$ cat src/rtl/rd_phase_cal.sv
// rd_phase_cal -- read-capture phase calibration controller (clk_1x domain)
//
// Sweeps the 4-bit PLL dynamic delay over all 16 taps. At each tap it waits
// for the PLL phase to settle, then asks the memory tester for one read-back
// test. The results form a pass map. The controller then scans the map for
// the longest run of passing taps and applies the tap at the centre of that
// run.
//
// Ports:
//   clk        clk_1x domain clock
//   rst        asynchronous active-high reset
//   start      single-cycle pulse, begins a sweep (ignored while busy)
//   delay      tap value to the PLL dynamic delay input
//   test_req   request one read-back test at the current tap
//   test_ack   single-cycle pulse, test complete
//   test_ok    test result, sampled only with test_ack
//   busy       sweep or scan in progress
//   done       calibration finished, sticky until the next start
//   error      no passing tap found, valid with done
//   pass_map   bit n set if tap n passed
//   win_start  first tap of the selected window
//   win_len    length of the selected window, 0..16
module rd_phase_cal #(
    parameter int unsigned SETTLE_CYCLES  = 64,
    parameter int unsigned TIMEOUT_CYCLES = 1024,
    parameter logic [3:0]  DEFAULT_DELAY  = 4'd8
) (
    input  logic        clk,
    input  logic        rst,
    input  logic        start,
    output logic [3:0]  delay,
    output logic        test_req,
    input  logic        test_ack,
    input  logic        test_ok,
    output logic        busy,
    output logic        done,
    output logic        error,
    output logic [15:0] pass_map,
    output logic [3:0]  win_start,
    output logic [4:0]  win_len
);

    localparam int unsigned SW = (SETTLE_CYCLES  > 1) ? $clog2(SETTLE_CYCLES)  : 1;
    localparam int unsigned TW = (TIMEOUT_CYCLES > 1) ? $clog2(TIMEOUT_CYCLES) : 1;

    typedef enum logic [2:0] {
        S_IDLE, S_SET, S_SETTLE, S_REQ, S_SCAN, S_APPLY
    } state_t;

    state_t        state, state_nxt;
    logic [3:0]    tap;
    logic [SW-1:0] settle_cnt;
    logic [TW-1:0] tmo_cnt;
    logic [3:0]    scan_idx;
    logic [3:0]    run_start;
    logic [4:0]    run_len;

    logic          settle_last;
    logic          tmo_last;
    logic          scan_bit;
    logic [4:0]    scan_len;
    logic [3:0]    scan_start;

    // Settle counter counts down from SETTLE_CYCLES-1, so SETTLE lasts
    // exactly SETTLE_CYCLES cycles; REQ lasts at most TIMEOUT_CYCLES cycles.
    assign settle_last = (settle_cnt == '0);
    assign tmo_last    = (tmo_cnt == TW'(TIMEOUT_CYCLES - 1));

    // Run tracking for the current scan bit: a run extends on a pass and
    // restarts (length 0) on a fail; its start is latched on the first pass.
    assign scan_bit   = pass_map[scan_idx];
    assign scan_len   = scan_bit ? run_len + 5'd1 : '0;
    assign scan_start = (run_len == '0) ? scan_idx : run_start;

    // State register
    always_ff @(posedge clk or posedge rst) begin
        if (rst) state <= S_IDLE;
        else     state <= state_nxt;
    end

    // Next-state logic
    always_comb begin
        state_nxt = state;
        case (state)
            S_IDLE:   if (start) state_nxt = S_SET;
            S_SET:    state_nxt = S_SETTLE;
            S_SETTLE: if (settle_last) state_nxt = S_REQ;
            S_REQ:    if (test_ack || tmo_last)
                          state_nxt = (tap == 4'd15) ? S_SCAN : S_SET;
            S_SCAN:   if (scan_idx == 4'd15) state_nxt = S_APPLY;
            S_APPLY:  state_nxt = S_IDLE;
            default:  state_nxt = S_IDLE;
        endcase
    end

    // State-decoded outputs
    always_comb begin
        test_req = (state == S_REQ);
        busy     = (state != S_IDLE);
    end

    // Datapath
    always_ff @(posedge clk or posedge rst) begin
        if (rst) begin
            delay      <= DEFAULT_DELAY;
            done       <= 1'b0;
            error      <= 1'b0;
            pass_map   <= '0;
            win_start  <= '0;
            win_len    <= '0;
            tap        <= '0;
            settle_cnt <= '0;
            tmo_cnt    <= '0;
            scan_idx   <= '0;
            run_start  <= '0;
            run_len    <= '0;
        end else begin
            case (state)
                S_IDLE: begin
                    if (start) begin
                        tap       <= '0;
                        done      <= 1'b0;
                        error     <= 1'b0;
                        pass_map  <= '0;
                        win_start <= '0;
                        win_len   <= '0;
                        scan_idx  <= '0;
                        run_start <= '0;
                        run_len   <= '0;
                    end
                end
                S_SET: begin
                    delay      <= tap;
                    settle_cnt <= SW'(SETTLE_CYCLES - 1);
                end
                S_SETTLE: begin
                    if (settle_last) tmo_cnt    <= '0;
                    else             settle_cnt <= settle_cnt - 1'b1;
                end
                S_REQ: begin
                    if (test_ack) begin
                        pass_map[tap] <= test_ok;
                        tap           <= tap + 4'd1;
                    end else if (tmo_last) begin
                        pass_map[tap] <= 1'b0;
                        tap           <= tap + 4'd1;
                    end else begin
                        tmo_cnt <= tmo_cnt + 1'b1;
                    end
                end
                S_SCAN: begin
                    run_len   <= scan_len;
                    run_start <= scan_start;
                    // Strictly longer only: on a tie the earliest run stays.
                    if (scan_len > win_len) begin
                        win_start <= scan_start;
                        win_len   <= scan_len;
                    end
                    scan_idx <= scan_idx + 4'd1;
                end
                S_APPLY: begin
                    if (win_len == '0) begin
                        delay <= DEFAULT_DELAY;
                        error <= 1'b1;
                    end else begin
                        // Floor centre; start + (len-1)/2 never exceeds 15.
                        delay <= 4'(5'(win_start) + ((win_len - 5'd1) >> 1));
                    end
                    done <= 1'b1;
                end
                default: ;
            endcase
        end
    end

endmodule

$ cat config.mk
export PLATFORM = sky130hd
export DESIGN_NAME = rd_phase_cal
export DESIGN_NICKNAME = d
export VERILOG_FILES = /design/src/rtl/rd_phase_cal.sv
export SDC_FILE = /design/constraint.sdc
export NUM_CORES = 1
export LEC_CHECK = 0
export CAP_MARGIN = 10
export CORE_ASPECT_RATIO = 1.2
export CORE_UTILIZATION = 60
export CTS_BUF_LIST = sky130_fd_sc_hd__clkbuf_4 sky130_fd_sc_hd__clkbuf_8
export CTS_CLUSTER_SIZE = 16
export DETAILED_ROUTE_END_ITERATION = 8
export DONT_BUFFER_PORTS = 1
export GPL_TIMING_DRIVEN = 0
export HOLD_SLACK_MARGIN = 0.08
export PLACE_DENSITY = 0.76
export SKIP_CTS_REPAIR_TIMING = 1
export SLEW_MARGIN = 20
export SYNTH_ARGS = -nofsm -noshare
export SYNTH_HDL_FRONTEND = slang
export SYNTH_SLANG_ARGS = --single-unit
$ cat constraint.sdc
create_clock -name clk -period 6.87 [get_ports clk]
set_input_delay 0.3435 -clock clk [delete_from_list [all_inputs] [get_ports clk]]
set_output_delay 0.3435 -clock clk [all_outputs]
set_load 0.02 [all_outputs]
==> results by group, run 1 <==
Worst setup path
  – Worst EP required: 7100 ps
  – Kind of critical path: flip-flop to flip-flop
  – Worst R2R Start: scan_idx[0]
  – Worst R2R End: win_len[4]
  – Reg2reg setup slack: 3500 ps
  – Critical Path Sink: win_len[4]
  – CP endpoint kind: flip-flop
  – Worst path arrival time: 3610 ps
  – Worst reg-to-reg path cell count: 13
  – Type of origin of the critical path: flip-flop
  – CP Max Fanout: 10
  – Crit. Startpoint: scan_idx[0]

Yosys
  – Synthesized area per cell: 9.322 sq um
  – Most frequent cell after synthesis: dfrtp_1
  – Post-synthesis cell type count: 57
  – Top cell type's share of synthesized area: 42.48%
  – Async S/R FF share, synth: 100.0%
  – Yosys warns: 0
  – Mapped Cells: 417
  – Primary FF master, synth: dfrtp_1
  – Area leader, netlist: dfrtp_1
  – Top cells by count, synth: dfrtp_1, nand2_1, o21ai_0
  – Fraction of the yosys area taken by sequential cells: 43.16%
  – Synth Cell Area: 0.003887 sq mm
  – Synthesized flop and latch total: 67
  – Post-Syn Nets: 442
  – EDFF count, synth: 0
  – Dominant cells by area after synthesis: dfrtp_1, ha_1, o21ai_0

Placement
  – Placed wire-length estimate: 6.035 mm
  – I/O Buffers: 0
  – GP Congestion: 0.7741

Timing
  – RSZ-0062 raised after global routing: false
  – Least-Margin Pin Slew: 762.1 ps
  – Hold Violations, Final: 0
  – Clk_skew: 9.567 ps
  – Setup TNS: 0 ps
  – Tcrit/Tclk final: 49.11%
  – Slew headroom: 49.06%
  – Final setup viols: 0
  – Fmax: 0.2964 GHz
  – Post-layout min period: 3374 ps
  – Max-slew violation count: 0
  – Worst hold margin: 222.3 ps

CTS
  – Sink Count: 67
  – CTS root buf: clkbuf_8
  – Clock Latency Late Sink: 350 ps
  – Max clock buf depth: 2
  – H-Tree Depth: 3
  – CTS tree: done
  – Clk slew on worst S/H paths: 80 ps
  – Num CTS Buffers: 9

Detailed routing
  – Vias per std cell: 6.052
  – Drt drc: 0
  – WL final: 8.612 mm
  – TritonRoute pass-1 iters: 4
  – Via count: 3129
  – Wirelength per Cell: 16.66 microns
  – Final ANT Viol Nets: 0
  – Drt initial violations: 127

Layout
  – Fill cells: 506
  – Core Util, Final: 68.66%
  – Final net count: 455
  – Fraction of layout cells with a size suffix above 1: 10.11%
  – Diodes inserted: 0
  – Area grow syn2layout: 8.240%

Status
  – Status: completed

Floorplan
  – Die Height: 90.18 microns
  – Die ar.: 0.006806 sq mm
  – Initial Util: 63.43%
  – Cell Rows: 31
  – I/O pins: 38
  – CORE AREA: 0.006128 sq mm
  – Die Width: 75.48 microns

GRT
  – First-pass GRT wire length: 13.97 mm
  – Gr usage total: 27.24%
  – Vias in the first global route: 2884
  – Total grt overflow: 0
  – Largest net degree at the start of global routing: 57
  – Initial antenna violation count: 0

Worst hold path
  – Min-delay worst type: input pin to flip-flop

Run
  – Max Cap Violations: 0

Pwr
  – Leakage power: 1.912 nW
  – Pwr dens: 283.7 mW/mm^2
  – Max rail drop VDD: 0.1708 mV
-- worst max-delay path, stage by stage (launching register included) --
cell,delay [ps]
dfrtp_1,390
clkbuf_2,160
buf_4,200
mux2i_1,160
a22oi_1,200
nand3_1,250
and2_1,290
nor2_1,150
ha_1,250
and3_1,170
o21ai_0,80
nand3_1,120
a21boi_2,450
mux2_2,390
-- per-layer routing --
metal  up-vias  GRT usage (%)  share of wire [%]
met5         -              0                  0
met4         0          9.722                1.8
met3        13          5.045                5.3
met2        73          41.67                 47
met1      1531          38.39                 46
li1       1512              -                  -
-- registers in the layout, summed over array words and instances, names as in the netlist --
signal      flops
pass_map       16
tmo_cnt        10
settle_cnt      6
run_len         5
win_len         5
delay           4
run_start       4
scan_idx        4
tap             4
win_start       4
state           3
done            1
error           1
-- placed cells by master, fill, tap and decap left out, drive strengths merged, types with 3 or more instances in the layout --
cell	count
nand2	43
nor3	4
a21o	5
nand3	30
ha	19
o21bai	3
nor2b	9
xor2	7
a31oi	5
a21boi	3
xnor2	7
nand2b	3
a22oi	3
mux2i	13
or3	3
mux2	9
dfrtp	66
clkbuf	22
o41ai	3
inv	22
clkinv	3
buf	8
clkinvlp	3
a22o	8
and3	10
a211oi	5
and2	3
nand4	5
o21ai	43
a21oi	18
nor2	25
-- worst min path at each step --
| stage | start | to | slack, ps | cells past startpoint |
|---|---|---|---|---|
| after detailed placement | rst | settle_cnt[3] | 140 | 1 |
| after CTS | rst | settle_cnt[3] | -250 | 1 |
| after global routing | test_ack | tmo_cnt[9] | 220 | 2 |
| after floorplan | run_start[0] | run_start[0] | 470 | 1 |
| after global placement | run_start[2] | run_start[2] | 480 | 1 |
| final | test_ack | tmo_cnt[9] | 220 | 2 |
-- logic make-up (layout without fill, tap and decap cells) --
| group | count (synthesis) | in the layout | share of synthesized area, % |
|---|---|---|---|
| AND/OR/NAND/NOR | 148 | 148 | 19.60 |
| AO/OA/AOI/OAI | 105 | 105 | 17.28 |
| flip-flops | 67 | 67 | 43.16 |
| buffers and inverters | 41 | 59 | 4.216 |
| multiplexers | 22 | 22 | 5.954 |
| adder cells (fa/ha/maj) | 20 | 20 | 6.630 |
| XOR/XNOR | 14 | 14 | 3.154 |
-- metrics by stage --
step | power [mW] | cells | worst slack [ps] | instance area (sq um)
after detailed placement | 0.8998 | 500 | 3553 | 4020
after floorplan | 0.7903 | 417 | 3951 | 3887
final | 1.194 | 517 | 3496 | 4208
after global placement | 0.8846 | 499 | 3600 | 3990
after global routing | 1.273 | 517 | 3319 | 4208
after CTS | 1.197 | 516 | 3533 | 4198
-- report_power, final --
| group | internal, mW | total [mW] | leakage [nW] | switching, mW |
|---|---|---|---|---|
| Clock | 0.132 | 0.296 | 0.0818 | 0.163 |
| Sequential | 0.434 | 0.491 | 0.892 | 0.0566 |
| Combinational | 0.131 | 0.408 | 0.937 | 0.276 |
| Total | 0.698 | 1.19 | 1.91 | 0.496 |
-- final cells by class --
type	instances	area [sq um]	area share, %
clock buffers	9	123.9	2.944
well taps	82	102.6	2.438
plain buffers	20	85.08	2.022
clock inverters	7	53.80	1.279
flip-flops and latches	67	1678	39.88
inverters	21	81.33	1.933
multi-input cells	309	2046	48.62
repair buffers	2	37.54	0.8921
Note: power is estimated with default switching activity, not from simulation.
==> run 2: changes to the inputs <==
==> constraint.sdc (replaced) <==
create_clock -name clk -period 3.3 [get_ports clk]
set_input_delay 0.165 -clock clk [delete_from_list [all_inputs] [get_ports clk]]
set_output_delay 0.165 -clock clk [all_outputs]
set_load 0.02 [all_outputs]
==> run 2 against run 1 <==
  * Flip-flop and latch count unchanged
  * Total power up 110%
  * Non-clock buffer count up 2
  * Maximum frequency up 5.0%
  * Die area unchanged
  * Final area up 1.6%
  * Critical path type unchanged
  * Largest power group unchanged
  * Highest routed layer unchanged
==> results by group, run 2 (synthesized netlist as in run 1, its figures left out) <==
CTS
  – Clock Latency Late Sink: 360 ps
  – CTS root buf: clkbuf_8
  – CTS tree: done
  – Num CTS Buffers: 9
  – Max clock buf depth: 2
  – Clk slew on worst S/H paths: 70 ps
  – H-Tree Depth: 3
  – Sink Count: 67

Floorplan
  – Die Height: 90.18 microns
  – I/O pins: 38
  – CORE AREA: 0.006128 sq mm
  – Die ar.: 0.006806 sq mm
  – Initial Util: 63.43%
  – Die Width: 75.48 microns
  – Cell Rows: 31

Pwr
  – Leakage power: 1.948 nW
  – Gate power share: 34.9%
  – Net switching share of the total power: 41.41%
  – Clock power frac: 24.5%
  – Internal: 1.474 mW
  – Sequential share of power: 40.6%
  – Switching power: 1.042 mW
  – Max rail drop VDD: 0.3586 mV
  – Pwr dens: 588.5 mW/mm^2

Worst setup path
  – Worst path arrival time: 3450 ps
  – Slowest Stage Delay on Critical Path: 380 ps
  – Worst path top cell family by delay: simple AND/OR/NAND/NOR gates
  – Type of origin of the critical path: flip-flop
  – Crit path buf inv count: 2
  – Crit-path cells: clkbuf_2, buf_4, mux2i_1, a22oi_1, nand3_2, and2_4, nor2_1, ha_1, nor2b_1, o21ai_0, nand3_2, a21boi_4, mux2_2
  – CP endpoint kind: flip-flop
  – Worst EP required: 3540 ps
  – Critical path's most frequent cell: nand3_2
  – Kind of critical path: flip-flop to flip-flop
  – CP Max Fanout: 10
  – Worst path slowest cell: dfrtp_1

Timing
  – Least-Margin Pin Slew: 766.8 ps
  – Final setup viols: 0
  – Tcrit/Tclk final: 97.37%
  – Post-layout min period: 3213 ps
  – Slew headroom: 48.75%
  – Hold Violations, Final: 0
  – Clk_skew: 8.027 ps
  – Fmax: 0.3112 GHz
  – Max-slew violation count: 0

Layout
  – Commonest non-fill, non-tap cell in the layout: dfrtp_1
  – Core Util, Final: 69.76%
  – Diodes inserted: 0
  – Non-filler cells, final: 520
  – Fraction of layout cells with a size suffix above 1: 11.64%
  – Largest register FFs: 16
  – Top reg by flops: pass_map
  – Area grow syn2layout: 9.977%
  – Final net count: 458
  – Most frequent cells in the layout: dfrtp_1, nand2_1, o21ai_0
  – Biggest regs: pass_map (16), tmo_cnt (10), settle_cnt (6)

GRT
  – Initial antenna violation count: 0
  – Gr usage total: 27.24%
  – Largest net degree at the start of global routing: 57
  – Vias in the first global route: 2884
  – First-pass GRT wire length: 13.97 mm
  – Total grt overflow: 0

Detailed routing
  – WL final: 8.731 mm
  – Wirelength per Cell: 16.79 microns
  – Via count: 3124
  – Drt drc: 0
  – Vias per std cell: 6.008
  – Final ANT Viol Nets: 0
  – Drt initial violations: 128
  – TritonRoute pass-1 iters: 4

Run
  – Max Cap Violations: 0

Placement
  – Post-Place Cells: 500
  – GP Congestion: 0.7741
  – I/O Buffers: 0
  – Placed wire-length estimate: 6.035 mm

Worst hold path
  – Min-delay worst type: input pin to flip-flop

Status
  – Status: completed
run 2: changes by cell type in the layout (fill, tap and decap cells not counted), sizes merged:
cell and change:
a21boi +1, buf +1, dlygate4sd3 +1
run 2: area by class of cell:
| class | instances | area [sq um] |
|---|---|---|
| clock inverter | 7 | 53.80 |
| clock buffer | 9 | 123.9 |
| sequential | 67 | 1678 |
| timing repair buffer | 4 | 55.05 |
| multi-input combinational | 310 | 2096 |
| tap | 82 | 102.6 |
| inverter | 21 | 81.33 |
| fill | 495 | 1853 |
| buffer | 20 | 85.08 |
run 2: power by group through the flow:
stage	Sequential (mW)	Combinational [mW]	Clock (mW)
3_3_place_gp	1.03	0.810	0
6_report	1.02	0.878	0.617
4_1_cts	1.02	0.847	0.626
5_1_grt	1.03	0.986	0.662
2_1_floorplan	1.01	0.635	0
3_5_place_dp	1.03	0.838	0
run 2: metrics by stage:
stage	TNS (ps)	hold slack, ps	setup slack, ps	power, mW	area (sq um)
floorplan	0	391.1	380.6	1.645	3887
global placement	0	406.3	29.87	1.842	3990
detailed placement	-97.45	-36.91	-16.96	1.873	4020
CTS	-266.5	-425.4	-36.83	2.492	4198
global route	-156.7	128.8	-35.08	2.681	4275
finish	0	100.3	86.81	2.516	4275
run 2: worst reg2reg max path: cells and delay by family (launching register included):
kind,cells,cell delay [ps]
mux,2,520
buf+inv,2,370
fa+ha+maj,1,250
compound gates,3,730
flops,1,380
simple gates,5,870
run 2: worst paths after layout:
| check | from | to | slack, ps | cells after the start |
|---|---|---|---|---|
| worst max-delay path | scan_idx[0] | win_len[1] | 90 | 13 |
| worst min-delay path | start | run_len[1] | 100 | 2 |
| worst max register to register | scan_idx[0] | win_len[1] | 90 | 13 |
| worst min register to register | tmo_cnt[8] | tmo_cnt[8] | 500 | 1 |
| max in group asynchronous | rst | delay[3] | 2560 | 3 |
| min in group asynchronous | rst | settle_cnt[3] | 190 | 2 |
run 2: metal layers:
metal  GRT usage, %  part of all wire [%]  vias to the layer above
met4          9.722                   1.2                        0
li1               -                     -                     1520
met2          41.67                    49                       70
met3          5.045                   4.7                       10
met5              0                     0                        -
met1          38.39                    45                     1524
==> run 3: changes to the inputs <==
--- a/config.mk
+++ b/config.mk
@@ -5,6 +5,7 @@
 export SDC_FILE = /design/constraint.sdc
 export NUM_CORES = 1
 export LEC_CHECK = 0
+export ABC_AREA = 1
 export CAP_MARGIN = 10
 export CORE_ASPECT_RATIO = 1.2
 export CORE_UTILIZATION = 60
==> run 3 against run 2 <==
  * Synthesized cell count rose by 35%
  * Sequential share of layout area fell by 2.6 points
  * Non-clock buffer count shrank 3
  * Clock-buffer cell count unchanged
  * Die area grew 6.1%
  * Total power up 12%
  * Clock skew about the same
  * Register-to-register slack improved by 310 ps
  * Hold slack gained 18 ps
  * Core utilization increased by 0.33 points
  * Final area up 7.0%
  * Sequential power shrank 4%
==> results by group, run 3 <==
Status
  – Status: completed

Floorplan
  – Cell Rows: 32
  – Initial Util: 63.29%
  – Die ar.: 0.007221 sq mm
  – Die Height: 92.89 microns
  – I/O pins: 38
  – Die Width: 77.74 microns
  – CORE AREA: 0.006526 sq mm

Yosys
  – Dominant cells by area after synthesis: dfrtp_1, nand2_1, nand3_1
  – Mapped Cells: 564
  – Post-Syn Nets: 589
  – Async S/R FF share, synth: 100.0%
  – Synthesized area per cell: 7.323 sq um
  – Area leader, netlist: dfrtp_1
  – Most frequent cell after synthesis: nand2_1
  – Synth Cell Area: 0.004130 sq mm
  – EDFF count, synth: 0
  – Post-synthesis cell type count: 36
  – Top cells by count, synth: nand2_1, dfrtp_1, inv_1
  – Fraction of the yosys area taken by sequential cells: 40.62%
  – Yosys warns: 0
  – Synthesized flop and latch total: 67
  – Primary FF master, synth: dfrtp_1
  – Top cell type's share of synthesized area: 39.99%

Worst setup path
  – Worst EP required: 3580 ps
  – Worst R2R End: win_len[3]
  – Type of origin of the critical path: flip-flop
  – Worst reg-to-reg path cell count: 21
  – Slowest Stage Delay on Critical Path: 450 ps
  – Worst R2R Start: scan_idx[0]
  – CP Max Fanout: 10
  – CP endpoint kind: flip-flop
  – Worst path arrival time: 3180 ps
  – Worst path slowest cell: dfrtp_1
  – Crit-path cells: inv_1, nand2_1, nand3_1, nand2_1, nor2_1, nand2_1, nand2_1, buf_4, inv_1, nor3_1, ha_1, nand2_1, nor2_1, nand2_1, nand3_1, nand2_1, nand2_1, inv_2, buf_2, nand2_1, nand2_1
  – Reg2reg setup slack: 400 ps
  – Critical path's most frequent cell: nand2_1
  – Kind of critical path: flip-flop to flip-flop

Timing
  – Final Worst Setup Slack: 399.2 ps
  – Tcrit/Tclk final: 87.90%
  – Post-layout min period: 2901 ps
  – Least-Margin Pin Slew: 763.5 ps
  – Slew headroom: 49.10%
  – RSZ-0062 raised after global routing: false
  – Final setup viols: 0
  – Max-slew violation count: 0
  – Fmax: 0.3447 GHz
  – Clk_skew: 8.441 ps
  – Hold Violations, Final: 0
  – Setup TNS: 0 ps

Pwr
  – Gate power share: 30.3%
  – Net switching share of the total power: 36.43%
  – Clock power frac: 34.9%
  – Leakage power: 2.315 nW
  – Max rail drop VDD: 0.3837 mV
  – Switching power: 1.024 mW
  – Pwr dens: 614.7 mW/mm^2
  – Internal: 1.787 mW
  – Sequential share of power: 34.8%

Layout
  – Area grow syn2layout: 10.75%
  – Final net count: 603
  – Largest register FFs: 16
  – Fraction of layout cells with a size suffix above 1: 8.919%
  – Diodes inserted: 0
  – Biggest regs: pass_map (16), tmo_cnt (10), settle_cnt (6)
  – Commonest non-fill, non-tap cell in the layout: nand2_1
  – Top reg by flops: pass_map
  – Most frequent cells in the layout: nand2_1, dfrtp_1, inv_1

Detailed routing
  – Drt drc: 0
  – TritonRoute pass-1 iters: 5
  – Vias per std cell: 5.442
  – Final ANT Viol Nets: 0
  – Wirelength per Cell: 14.18 microns
  – Drt initial violations: 258
  – WL final: 9.472 mm
  – Via count: 3635

Placement
  – Placed wire-length estimate: 6.802 mm
  – DP Worst Slack: 509.3 ps
  – GP Congestion: 0.8739
  – I/O Buffers: 0

CTS
  – Max clock buf depth: 2
  – CTS tree: done
  – Clk slew on worst S/H paths: 80 ps
  – Sink Count: 67
  – Num CTS Buffers: 9
  – Clock Latency Late Sink: 340 ps
  – CTS root buf: clkbuf_8
  – H-Tree Depth: 3

Worst hold path
  – Worst hold path startpoint: test_ack
  – Worst Hold End: tap[1]
  – Min-delay worst type: input pin to flip-flop
  – Hold Path Stages: 4

GRT
  – First-pass GRT wire length: 16.16 mm
  – Largest net degree at the start of global routing: 51
  – Initial antenna violation count: 0
  – Gr usage total: 28.96%
  – Total grt overflow: 0
  – Vias in the first global route: 3530

Run
  – Max Cap Violations: 0
-- run 3: changes by cell type after synthesis, sizes merged, moves of 9 or more --
cell and change:
nand2 +165, nor2 +16, o21ai -13, mux2 -9, nor2b -9, inv +48, mux2i -13, nand3 +25
and3 -10
-- run 3: how the worst max path moves through the flow --
stage,start,to,slack (ps),cells after the start
detailed placement,scan_idx[0],win_start[3],510,20
CTS,scan_idx[0],win_start[1],440,20
global placement,scan_idx[0],win_start[3],580,20
global route,scan_idx[0],win_start[3],50,21
finish,scan_idx[0],win_len[3],400,21
floorplan,scan_idx[0],win_start[3],910,21
-- run 3: routing by layer --
metal	global-route usage (%)	wire [microns]	vias to the layer above
met4	11.79	195	0
li1	-	-	1819
met5	0	0	-
met3	6.700	530	16
met1	36.15	4156	1700
met2	48.23	4589	100
-- run 3: cell families (layout without fill, tap and decap cells) --
kind of cell / Yosys count / in the layout / share of synthesized area [%]
AND/OR/NAND/NOR: 323 / 323 / 33.75
buffers and inverters: 87 / 106 / 8.906
flip-flops: 67 / 67 / 40.62
AO/OA/AOI/OAI: 51 / 51 / 7.089
adder cells (fa/ha/maj): 20 / 20 / 6.241
XOR/XNOR: 16 / 16 / 3.393
-- run 3: critical path, delay by kind of cell (launching register included) --
family        cells  cell delay [ps]
simple gates     15             1280
buf+inv           5              830
fa+ha+maj         1              280
flops             1              450
-- run 3: final cells by class --
| cell class | count | area (sq um) |
|---|---|---|
| Clock buffer | 9 | 123.9 |
| Inverter | 69 | 261.5 |
| Sequential cell | 67 | 1678 |
| Tap cell | 85 | 106.4 |
| Fill cell | 566 | 1952 |
| Clock inverter | 7 | 163.9 |
| Buffer | 18 | 108.9 |
| Multi-Input combinational cell | 410 | 2085 |
| Timing Repair Buffer | 3 | 47.55 |
-- run 3: stage by stage --
step                instance area [sq um]  total power, mW  util [%]  instances  hold WS, ps
CTS                                  4554            2.823     69.79        666       -371.0
detailed placement                   4267            1.835     65.38        650       -1.129
global placement                     4237            1.808     64.92        649        349.9
finish                               4574            2.812     70.09        668        117.9
floorplan                            4130            1.626         -        564        341.1
global route                         4574            2.976     70.09        668        142.2
-- run 3: power groups by stage --
stage	sequential (mW)	clock [mW]	combinational, mW
5_1_grt	0.987	1.03	0.956
6_report	0.978	0.982	0.852
4_1_cts	0.976	0.998	0.849
2_1_floorplan	0.973	0	0.652
3_5_place_dp	0.991	0	0.843
3_3_place_gp	0.988	0	0.820
